### src/rtl/instruction_issue_controller.sv
// Buffers instruction words in a small FIFO and issues them one at a time to the core.
// Optional `ISSUE_TIMEOUT_EN adds a timeout on core_busy rising after start.
module instruction_issue_controller #(
  parameter int INSTR_W = 32,
  parameter int DEPTH   = 4,
  parameter int CNT_W   = 16,
  parameter int TIMEOUT = 8
) (
  input  logic                   clk,
  input  logic                   reset,
  input  logic                   in_valid,
  input  logic [INSTR_W-1:0]     in_instr,
  output logic                   in_ready,
  input  logic                   flush,
  input  logic                   core_busy,
  output logic [INSTR_W-1:0]     core_instr,
  output logic                   core_start,
  output logic [$clog2(DEPTH):0] fifo_count,
  output logic [CNT_W-1:0]       retired_count,
`ifdef ISSUE_TIMEOUT_EN
  output logic                   timeout_err,
`endif
  output logic                   idle
);

  localparam int PW = $clog2(DEPTH);
  localparam int CW = PW + 1;

  typedef enum logic [1:0] {S_IDLE, S_ISSUE, S_WAIT_BUSY, S_EXEC} state_t;

  state_t             r_state;
  state_t             w_next;
  logic [INSTR_W-1:0] r_mem [DEPTH];
  logic [PW-1:0]      r_wptr;
  logic [PW-1:0]      r_rptr;
  logic [CW-1:0]      r_count;
  logic [INSTR_W-1:0] r_core_instr;
  logic [CNT_W-1:0]   r_retired;
  logic               w_full;
  logic               w_push;
  logic               w_pop;
  logic               w_retire;
  logic               w_timeout;

  assign w_full        = (r_count == CW'(DEPTH));
  // Flush takes priority over both a push and an IDLE pop in the same cycle.
  assign w_push        = in_valid && !w_full && !flush;
  assign in_ready      = !w_full;
  assign fifo_count    = r_count;
  assign core_instr    = r_core_instr;
  assign retired_count = r_retired;
  assign idle          = (r_count == '0) && (r_state == S_IDLE);

  always_ff @(posedge clk) begin
    if (w_push) r_mem[r_wptr] <= in_instr;
  end

  always_ff @(posedge clk) begin
    if (reset) begin
      r_wptr  <= '0;
      r_rptr  <= '0;
      r_count <= '0;
    end else if (flush) begin
      r_rptr  <= r_wptr;
      r_count <= '0;
    end else begin
      if (w_push) r_wptr <= r_wptr + 1'b1;
      if (w_pop)  r_rptr <= r_rptr + 1'b1;
      case ({w_push, w_pop})
        2'b10:   r_count <= r_count + 1'b1;
        2'b01:   r_count <= r_count - 1'b1;
        default: r_count <= r_count;
      endcase
    end
  end

  always_ff @(posedge clk) begin
    if (reset) begin
      r_core_instr <= '0;
      r_retired    <= '0;
    end else begin
      if (w_pop)    r_core_instr <= r_mem[r_rptr];
      if (w_retire) r_retired    <= r_retired + 1'b1;
    end
  end

`ifdef ISSUE_TIMEOUT_EN
  localparam int TW = $clog2(TIMEOUT + 1);
  logic [TW-1:0] r_to_cnt;

  assign w_timeout = (r_state == S_WAIT_BUSY) && !core_busy &&
                     (r_to_cnt == TW'(TIMEOUT - 1));

  always_ff @(posedge clk) begin
    if (reset) begin
      r_to_cnt    <= '0;
      timeout_err <= 1'b0;
    end else begin
      if (r_state != S_WAIT_BUSY) r_to_cnt <= '0;
      else if (!core_busy)        r_to_cnt <= r_to_cnt + 1'b1;
      if (w_timeout) timeout_err <= 1'b1;
    end
  end
`else
  assign w_timeout = 1'b0;
`endif

  always_ff @(posedge clk) begin
    if (reset) r_state <= S_IDLE;
    else       r_state <= w_next;
  end

  always_comb begin
    w_next = r_state;
    case (r_state)
      S_IDLE:      if (w_pop) w_next = S_ISSUE;
      S_ISSUE:     w_next = S_WAIT_BUSY;
      S_WAIT_BUSY: begin
        if (core_busy)      w_next = S_EXEC;
        else if (w_timeout) w_next = S_IDLE;
      end
      S_EXEC:      if (!core_busy) w_next = S_IDLE;
      default:     w_next = S_IDLE;
    endcase
  end

  always_comb begin
    w_pop      = (r_state == S_IDLE) && (r_count != '0) && !core_busy && !flush;
    core_start = (r_state == S_ISSUE);
    w_retire   = (r_state == S_EXEC) && !core_busy;
  end

endmodule

### config.mk
export PLATFORM = sky130hd
export DESIGN_NAME = instruction_issue_controller
export DESIGN_NICKNAME = d
export VERILOG_FILES = /design/src/rtl/instruction_issue_controller.sv
export SDC_FILE = /design/constraint.sdc
export NUM_CORES = 1
export LEC_CHECK = 0
export ABC_AREA = 1
export BUFFER_PORTS_ARGS = -buffer_cell sky130_fd_sc_hd__buf_2
export CORE_MARGIN = 1
export CORE_UTILIZATION = 55
export DETAILED_ROUTE_END_ITERATION = 6
export GPL_ROUTABILITY_DRIVEN = 0
export HOLD_SLACK_MARGIN = 0.12
export PLACE_DENSITY = 0.81
export SYNTH_ARGS = -nofsm -noshare
export SYNTH_HDL_FRONTEND = slang
export SYNTH_SLANG_ARGS = --single-unit
### constraint.sdc
create_clock -name clk -period 5.45 [get_ports clk]
set_input_delay 0.545 -clock clk [delete_from_list [all_inputs] [get_ports clk]]
set_output_delay 0.545 -clock clk [all_outputs]
set_load 0.1 [all_outputs]
==> run_results.csv <==
group,metric,value,unit
layout,nFillCells,998,
drt,drc_errors,0,
worst_setup_path,ff2ff_path_depth,13,
worst_setup_path,cp_max_fo,34,
floorplanning,initial_core_util,56.6,%
layout,multiInputGateArea,0.00215,mm²
yosys,synth.avg_cell_area,10.9,µm²
placement,io_buffers,90,
job,cap_violations,0,
floorplanning,fp.dieH,119,µm
clock_tree,cts.clk_slew.worst_paths,0.07,ns
yosys,syn_area,0.00752,mm²
pwr,seq_power_share,49.4,%
clock_tree,cts_resized,0,
yosys,seq_area_frac_synth,66.3,%
timing,worst_pin_slew,1.12,ns
timing,relSlewSlack,25.6,%
floorplanning,die_w,119,µm
timing,fmax,320,MHz
placement,dp_hpwl,8820,µm
global_route,grt_pass1_vias,4819,
clock_tree,clk_latency,0.43,ns
pwr,power_frac_clock,36.9,%
timing,setup_viol,0,
timing,finalCriticalPeriod,3.13,ns
global_route,grt_usage,21.6,%
floorplanning,core_area,0.0133,mm²
layout,nNetsFinal,813,
pwr,switching_share,28.2,%
layout,seq_area,0.00499,mm²
timing,finalCritPeriodShare,57.4,%
drt,first_iter_violations,392,
timing,clock_skew,0.00834,ns
floorplanning,die_area,0.0141,mm²
clock_tree,clockBufferDepth,2,
yosys,synth_cell_types,34,
pwr,p_sw,0.894,mW
pwr,peakVddDrop,0.227,mV
drt,wirelength,14700,µm
clock_tree,post_cts.repair.setup_buffers,0,
yosys,synth_seq_cells,185,
layout,drive_gt1_share,20.2,%
placement,post-place-ws,2.33,ns
global_route,grt_max_degree,69,
worst_setup_path,worstPathArrival,3.49,ns
clock_tree,cts.sinks,185,
worst_setup_path,startpoint,"r_state[1]$_SDFFE_PP0P_",
pwr,power.leakage,3.34,nW
clock_tree,hold_buffers,0,
yosys,ys.warnings.count,0,
drt,avgViaCountPerCell,5.36,
worst_setup_path,start_kind,"flop",
floorplanning,rows,42,
worst_setup_path,rrSetupSlack,2.32,ns
yosys,syn-num-nets,737,
worst_setup_path,cp-end-kind,"flop",
worst_setup_path,cp.required,5.81,ns
clock_tree,htreeDepth,4,
pwr,power-per-cell-area,372,mW/mm²
drt,routedWlPerCell,15.4,µm
timing,setup_tns,0,ns
worst_setup_path,reg2reg_to,"fifo_count[2]$_SDFFE_PP0P_",
layout,area_delta_synth_final,13.4,%
timing,fin_hold_ws,0.327,ns
pwr,power_frac_comb,13.7,%
worst_setup_path,r2r_start,"r_state[1]$_SDFFE_PP0P_",
clock_tree,clockRootBuffer,"clkbuf_16",
worst_setup_path,crit_end,"fifo_count[2]$_SDFFE_PP0P_",
global_route,grt_pass1_wl,23500,µm
drt,vias,5121,
timing,rsz0062_at_grt,"false",
timing,setup_ws,2.32,ns
outcome,status,"complete, no violations",
drt,firstDrtPassIters,5,
timing,hold_viol,0,
global_route,antenna_found_initial,1,
pwr,totalPowerFinal,3.18,mW
clock_tree,numCtsBuffers,17,
drt,ant_nets,0,
pwr,p_int,2.28,mW
layout,final_util,64.1,%
clock_tree,cts_tree,"yes",
global_route,grt_overflow,0,
worst_hold_path,worstHoldPathType,"in2reg",
timing,slew_violations,0,
yosys,synth_cells,688,
worst_setup_path,crit_type,"reg2reg",
floorplanning,ioPinCount,91,
[worst min path at each step]
stage / from / endpoint / slack, ns / cells past startpoint
4_1_cts: in_instr[27] / r_mem[1][27]$_DFFE_PP_ / 0.31 / 1
3_5_place_dp: fifo_count[0]$_SDFFE_PP0P_ / fifo_count[0]$_SDFFE_PP0P_ / 0.48 / 2
6_report: in_instr[4] / r_mem[1][4]$_DFFE_PP_ / 0.33 / 1
5_1_grt: in_instr[27] / r_mem[1][27]$_DFFE_PP_ / 0.31 / 1
2_1_floorplan: r_rptr[1]$_SDFFE_PP0P_ / r_rptr[1]$_SDFFE_PP0P_ / 0.48 / 2
3_3_place_gp: fifo_count[0]$_SDFFE_PP0P_ / fifo_count[0]$_SDFFE_PP0P_ / 0.47 / 2
[registers in the layout, indices dropped and copies added (netlist names)]
| name | flops |
|---|---|
| core_instr | 32 |
| fifo_count | 3 |
| r_rptr | 2 |
| retired_count | 16 |
| r_state | 2 |
| r_mem | 128 |
| r_wptr | 2 |
[layer usage]
layer	wire length (µm)	GRT usage, %	part of all wire (%)	up-vias
met1	6300	27.2	43	2429
met4	206	7.83	1.4	0
met5	0	0	0	-
li1	-	-	-	2504
met3	898	5.32	6.1	19
met2	7260	36.4	50	169
[cell usage after synthesis]
cell        n  area, µm²
inv_1      29        109
edfxtp_1  128       3840
dfxtp_1    57       1140
nor2_2      3       18.8
o21a_1      1       7.51
nand3_1     6       30.0
nor3_4      1       16.3
nand2_4     2       22.5
buf_6      13        146
nor3_1      4       20.0
clkbuf_2    1       5.00
nand3_4     2       35.0
buf_4       7       52.6
a21oi_1    12       60.1
o21ai_1    87        435
o21ai_0    52        260
xnor2_1     1       8.76
fa_1        1       20.0
nand2_1    35        131
a31oi_1     1       6.26
nand2_2     4       25.0
clkbuf_1    2       7.51
mux2i_1     1       10.0
nor2_8      1       20.0
a211oi_1    1       7.51
nor2_1    192        721
nand3_2     4       40.0
nor2_4      4       45.0
nand4_1     4       25.0
clkbuf_8    1       13.8
buf_2      10       50.1
inv_2       8       30.0
xor2_1      2       17.5
ha_1       11        138
[power groups by stage]
stage	sequential, mW	clock, mW	combinational (mW)
2_1_floorplan	1.68	0	0.274
3_3_place_gp	1.60	0	0.416
3_5_place_dp	1.60	0	0.434
4_1_cts	1.57	1.18	0.436
5_1_grt	1.57	1.24	0.472
6_report	1.57	1.17	0.436
[metrics by stage]
stage	cells	area (µm²)
finish	955	8530
global route	954	8520
CTS	953	8520
detailed placement	921	7950
global placement	921	7950
floorplan	688	7520
[final cells by class]
cell class	count	area share [%]
Multi-Input combinational cell	432	25.2
Tap cell	176	2.58
Inverter	37	1.63
Sequential cell	185	58.5
Clock inverter	15	1.67
Timing Repair Buffer	91	5.37
Clock buffer	17	4.99
Antenna cell	2	0.0587
[cell usage in the layout (no fill, tap or decap), types with 2 or more instances in the layout]
cell / Yosys / final
nand3_4: 2 / 2
a21oi_1: 12 / 12
dfxtp_1: 57 / 56
nand3_2: 4 / 4
nand4_1: 4 / 4
nand2_2: 4 / 4
nand3_1: 6 / 6
o21ai_0: 52 / 52
o21ai_1: 87 / 87
clkinv_4: 0 / 2
nor2_1: 192 / 188
inv_6: 0 / 4
diode_2: 0 / 2
nor3_1: 4 / 4
xor2_1: 2 / 2
nand2_4: 2 / 2
buf_2: 10 / 90
clkinvlp_4: 0 / 3
nor2_4: 4 / 8
nand2_1: 35 / 35
clkinv_2: 0 / 3
nor2_2: 3 / 3
inv_1: 29 / 29
inv_8: 0 / 2
edfxtp_1: 128 / 128
clkbuf_16: 0 / 17
ha_1: 11 / 11
inv_2: 8 / 8
[critical path, cell delays in order (launching register included)]
cell     delay [ns]
dfxtp_1        0.34
inv_1          0.11
ha_1           0.17
inv_1          0.08
nor2_4         0.13
nand3_4        0.38
inv_2          0.58
ha_1           0.23
inv_1          0.07
fa_1           0.38
a21oi_1        0.16
o21ai_0        0.13
xor2_1         0.16
nor2_1         0.11
[cells by family (layout without fill, tap and decap cells)]
| family | Yosys count | after routing | share of synthesized area [%] |
|---|---|---|---|
| adder cells (fa/ha/maj) | 12 | 12 | 2.10 |
| AND/OR/NAND/NOR | 262 | 262 | 15.3 |
| buffers and inverters | 71 | 160 | 5.51 |
| other | 0 | 2 | 0 |
| multiplexers | 1 | 1 | 0.133 |
| AO/OA/AOI/OAI | 154 | 154 | 10.3 |
| XOR/XNOR | 3 | 3 | 0.349 |
| flip-flops | 185 | 185 | 66.3 |
Power figures use the tool's default switching activity.
